--- config.mk ---
export PLATFORM = sky130hd
export DESIGN_NAME = calc_ctrl
export DESIGN_NICKNAME = d
export VERILOG_FILES = /design/src/rtl/calc_ctrl.sv
export SDC_FILE = /design/constraint.sdc
export NUM_CORES = 1
export LEC_CHECK = 0
export ABC_AREA = 1
export CAP_MARGIN = 20
export CORE_AREA = 4 4 65 67
export CTS_BUF_LIST = sky130_fd_sc_hd__clkbuf_8
export DETAILED_ROUTE_END_ITERATION = 8
export DIE_AREA = 0 0 69 71
export HOLD_SLACK_MARGIN = 0.05
export PLACE_DENSITY = 0.72
export SYNTH_ARGS = -nofsm -noshare
export SYNTH_HDL_FRONTEND = slang
export SYNTH_SLANG_ARGS = --single-unit
--- constraint.sdc ---
create_clock -name clk -period 2.9 [get_ports clk]
set_clock_uncertainty 0.2 [all_clocks]
set_input_delay 0.58 -clock clk [delete_from_list [all_inputs] [get_ports clk]]
set_output_delay 0.58 -clock clk [all_outputs]
set_load 0.02 [all_outputs]
--- src/rtl/calc_ctrl.sv ---
// calc_ctrl: serialized command sequencer for a 4x3-bit register file.
// Every command walks IDLE->READ->EXEC->WB->DONE, so latency is fixed.
module calc_ctrl (
  input  logic       clk,
  input  logic       rst_n,
  input  logic       cmd_valid,
  output logic       cmd_ready,
  input  logic [2:0] cmd_op,
  input  logic [1:0] cmd_dst,
  input  logic [1:0] cmd_srca,
  input  logic [1:0] cmd_srcb,
  input  logic [2:0] cmd_imm,
  output logic       rf_rea,
  output logic       rf_reb,
  output logic [1:0] rf_raa,
  output logic [1:0] rf_rab,
  input  logic [2:0] rf_douta,
  input  logic [2:0] rf_doutb,
  output logic       rf_we,
  output logic [1:0] rf_wa,
  output logic [2:0] rf_din,
  output logic       res_valid,
  input  logic       res_ready,
  output logic [2:0] res_data,
  output logic       res_flag,
  output logic       busy
);

  localparam logic [2:0] OP_LDI = 3'd0, OP_ADD = 3'd1, OP_SUB = 3'd2, OP_AND = 3'd3,
                         OP_OR  = 3'd4, OP_XOR = 3'd5, OP_MOV = 3'd6, OP_RD  = 3'd7;

  typedef enum logic [2:0] {S_IDLE, S_READ, S_EXEC, S_WB, S_DONE} state_t;

  state_t     state, state_nxt;
  logic [2:0] op, imm, a, b, res;
  logic [1:0] dst, srca, srcb;
  logic       flag;
  logic [2:0] alu_res;
  logic       alu_flag;
  logic [3:0] sum;

  // State register
  always_ff @(posedge clk or negedge rst_n) begin
    if (!rst_n) state <= S_IDLE;
    else        state <= state_nxt;
  end

  // Next state and all port outputs; rf_* stay 0 outside their own states
  always_comb begin
    state_nxt = state;
    cmd_ready = 1'b0;
    rf_rea    = 1'b0;
    rf_reb    = 1'b0;
    rf_raa    = 2'd0;
    rf_rab    = 2'd0;
    rf_we     = 1'b0;
    rf_wa     = 2'd0;
    rf_din    = 3'd0;
    res_valid = 1'b0;
    case (state)
      S_IDLE: begin
        cmd_ready = 1'b1;
        if (cmd_valid) state_nxt = S_READ;
      end
      S_READ: begin
        rf_raa    = srca;
        rf_rab    = srcb;
        rf_rea    = (op != OP_LDI);
        rf_reb    = (op >= OP_ADD) && (op <= OP_XOR);
        state_nxt = S_EXEC;
      end
      S_EXEC: state_nxt = S_WB;
      S_WB: begin
        rf_wa     = dst;
        rf_din    = res;
        rf_we     = (op != OP_RD);
        state_nxt = S_DONE;
      end
      S_DONE: begin
        res_valid = 1'b1;
        if (res_ready) state_nxt = S_IDLE;
      end
      default: state_nxt = S_IDLE;
    endcase
  end

  assign busy     = (state != S_IDLE);
  assign res_data = res;
  assign res_flag = flag;

  // 3-bit ALU over the captured operands
  always_comb begin
    sum      = {1'b0, a} + {1'b0, b};
    alu_res  = 3'd0;
    alu_flag = 1'b0;
    case (op)
      OP_LDI: alu_res = imm;
      OP_ADD: begin alu_res = sum[2:0]; alu_flag = sum[3]; end
      OP_SUB: begin alu_res = a - b;    alu_flag = (a < b); end
      OP_AND: alu_res = a & b;
      OP_OR:  alu_res = a | b;
      OP_XOR: alu_res = a ^ b;
      default: alu_res = a;              // MOV, RD
    endcase
  end

  // Command latch, operand capture and result registers
  always_ff @(posedge clk or negedge rst_n) begin
    if (!rst_n) begin
      op   <= 3'd0;
      imm  <= 3'd0;
      dst  <= 2'd0;
      srca <= 2'd0;
      srcb <= 2'd0;
      a    <= 3'd0;
      b    <= 3'd0;
      res  <= 3'd0;
      flag <= 1'b0;
    end else begin
      case (state)
        S_IDLE: if (cmd_valid) begin
          op   <= cmd_op;
          imm  <= cmd_imm;
          dst  <= cmd_dst;
          srca <= cmd_srca;
          srcb <= cmd_srcb;
        end
        // Disabled read ports return 0, so unused operands capture 0
        S_READ: begin
          a <= rf_douta;
          b <= rf_doutb;
        end
        S_EXEC: begin
          res  <= alu_res;
          flag <= alu_flag;
        end
        default: ;
      endcase
    end
  end

endmodule
==> results by group <==
Synthesis
  – Synth Instances: 201
  – Post-synthesis cell type count: 23
  – Largest family of logic cells by synthesized area: simple AND/OR/NAND/NOR gates
  – Synthesis-stage register bit count: 25
  – FFs w/ async S/R, synth: 100%
  – Cell Area, Synth: 1580 um^2
  – Register area share after synthesis: 39.7%
  – Top_reg_cell synth: dfrtp_1
  – Multiplexer share of the synthesized area: 0%
  – Post-Synth XOR/XNOR Area: 0.556%
  – Adder-Cell Fraction of Synth Area: 9.69%
  – Post-synth EDFFs: 0
  – Syn nets: 234
  – Avg Inst Size Synth: 7.84 um^2
  – Compound-Gate Fraction of Synth Area: 8.98%
  – Synth warn: 0
  – Synth Area in Simple Gates: 29.6%

Layout
  – Synthesis-to-layout area growth: 29.8%
  – Antenna Cells: 0
  – Commonest cells after routing, fill and taps aside: 40 x clkdlybuf4s50_1, 37 x nor2_1, 32 x nand2_1
  – Commonest non-fill, non-tap cell in the layout: clkdlybuf4s50_1
  – Post-layout nets: 275
  – Share of post-route cells with drive strength above 1: 7.88%

Route
  – Vias per cell: 4.62
  – Remaining DRCs: 0
  – Post-DR wirelength/cell: 11.8 um
  – Final ANT Viol Nets: 0
  – Vias: 1,335
  – First-pass DRT Iterations: 4
  – Post-Route WL: 3400 um
  – Initial DRC count: 70

Worst hold path
  – Min-Delay Path Class: register to register
  – Hold path startpoint: imm[2]
  – WHS Path Cells: 2
  – Hold Path End: imm[2]

Floorplanning
  – Die Area: 4900 um^2
  – # IOs: 41
  – Core area: 3630 um^2
  – Die height: 71 um
  – Die Width: 69 um
  – Initial Util: 43.4%
  – # rows: 22

Global route
  – Met3 Use GR: 1.70%
  – Global Route met2 Usage: 23.8%
  – Vias in the first global route: 1,312
  – Top Usage Layer GRT: met2
  – Remaining global-route overflow: 0
  – Met1 GRT Util: 18.1%
  – Total track usage: 14.2%
  – Initial antenna violation count: 0
  – First-pass GRT wire length: 5720 um
  – Largest net degree at the start of global routing: 26

Setup path
  – Critical path launch point type: register
  – Critical Path End Type: primary output
  – Critical Setup Path Class: register to primary output
  – RR Startpoint: a[0]
  – R2r endpoint: res_data[2]
  – Worst endpoint data arrival time: 1.90 ns
  – Reg2reg path depth: 9
  – Critical-path maximum fanout: 7
  – WP data required: 2.12 ns
  – Flop-to-flop setup slack: 1.03 ns

Run status
  – Status: complete, no violations

Placement
  – Routability cong.: 0.831
  – Port buffer count: 40
  – DP Wirelength: 2660 um

Clocking
  – Clock-pin slew on the worst setup and hold paths: 0.09 ns
  – CTS Sinks: 25
  – CTS root buf: clkbuf_8
  – CTS H-tree lvls: 1
  – Post-CTS Setup Inserts: 0
  – TritonCTS Buffers: 3
  – CTS tree: done
  – Max clock buf depth: 2
  – Cts hold-fix bufs: 0
  – Clk_lat worst skew: 0.27 ns
  – Post-CTS resize count: 0

STA
  – Final Cycle Share: 92.4%
  – Final setup viols: 0
  – RSZ-0062 raised after global routing: false
  – Worst-Margin Slew: 0.416 ns
  – Crit path time final: 2.68 ns
  – Endpoints failing hold: 0
  – Max-slew violations: 0
  – TNS Setup: 0 ns
  – Max-Slew Margin vs Limit: 72.3%
  – F_max: 0.373 GHz

Pwr
  – Lkg Pwr: 0.00102 uW
  – Tot Pwr: 2310 uW
  – PD cells: 1130 nW/um^2
  – Worst VDD drop: 0.000404 V

Run
  – MaxCap Viol Count: 0
critical path, cell delays in order (launching register included):
cell and delay, ns:
dfrtp_1 0.43, inv_1 0.11, nand3_1 0.24, a21oi_1 0.22
clkdlybuf4s50_1 0.63
registers in the layout (all words and copies together), names as in the netlist:
signal	cells
res_data	3
state	3
b	3
imm	3
srca	2
srcb	2
dst	2
res_flag	1
a	3
op	3
power by group:
group	leakage, uW	internal (uW)	total, uW	switching [uW]
combinational	0.000716	585	1400	815
clock	0.0000217	97.3	211	114
sequential	0.000286	519	702	183
Yosys cell counts (3+ instances only):
| cell | number | share of area (%) |
|---|---|---|
| a21oi_1 | 12 | 3.8 |
| a21oi_2 | 6 | 3.3 |
| buf_6 | 4 | 2.9 |
| dfrtp_1 | 25 | 40 |
| ha_1 | 9 | 7.1 |
| inv_1 | 31 | 7.4 |
| nand2_1 | 32 | 7.6 |
| nand3_1 | 21 | 6.7 |
| nor2_1 | 37 | 8.8 |
| nor3_1 | 4 | 1.3 |
| o21ai_0 | 3 | 0.95 |
cell families (layout without fill, tap and decap cells):
| kind of cell | count (synthesis) | after routing |
|---|---|---|
| xor+xnor | 1 | 1 |
| flops | 25 | 25 |
| simple gates | 103 | 103 |
| fa+ha+maj | 11 | 11 |
| compound gates | 23 | 23 |
| buf+inv | 38 | 78 |
worst max-delay path by stage:
stage / start / end / slack, ns
after detailed placement: state[2] / rf_we / 0.51
after CTS: state[2] / rf_we / 0.20
after global placement: state[2] / rf_we / 0.52
final: state[2] / rf_we / 0.22
after global routing: state[2] / rf_we / 0.11
after floorplan: state[1] / rf_reb / 0.91
layer usage:
metal | share of wire [%] | vias to the layer above
met4 | 1.5 | 0
met5 | 0 | -
met2 | 48 | 29
li1 | - | 712
met1 | 47 | 590
met3 | 3.6 | 4
area by class of cell:
type,count,area [um^2]
fill,379,1590
tap,48,60.1
timing repair buffer,42,415
inverter,32,125
clock buffer,3,41.3
clock inverter,1,7.51
multi-input combinational,138,769
sequential,25,626
through the flow:
stage | hold WS (ns) | worst slack (ns) | instances | util [%] | cell area (um^2)
after global placement | 0.260 | 0.517 | 285 | 54.9 | 2000
after floorplan | 0.0844 | 0.907 | 201 | - | 1580
after global routing | 0.307 | 0.106 | 289 | 56.3 | 2040
final | 0.279 | 0.220 | 289 | 56.3 | 2040
after CTS | 0.284 | 0.198 | 289 | 56.3 | 2040
after detailed placement | 0.260 | 0.511 | 285 | 54.9 | 2000
Note: power is estimated with default switching activity, not from simulation.
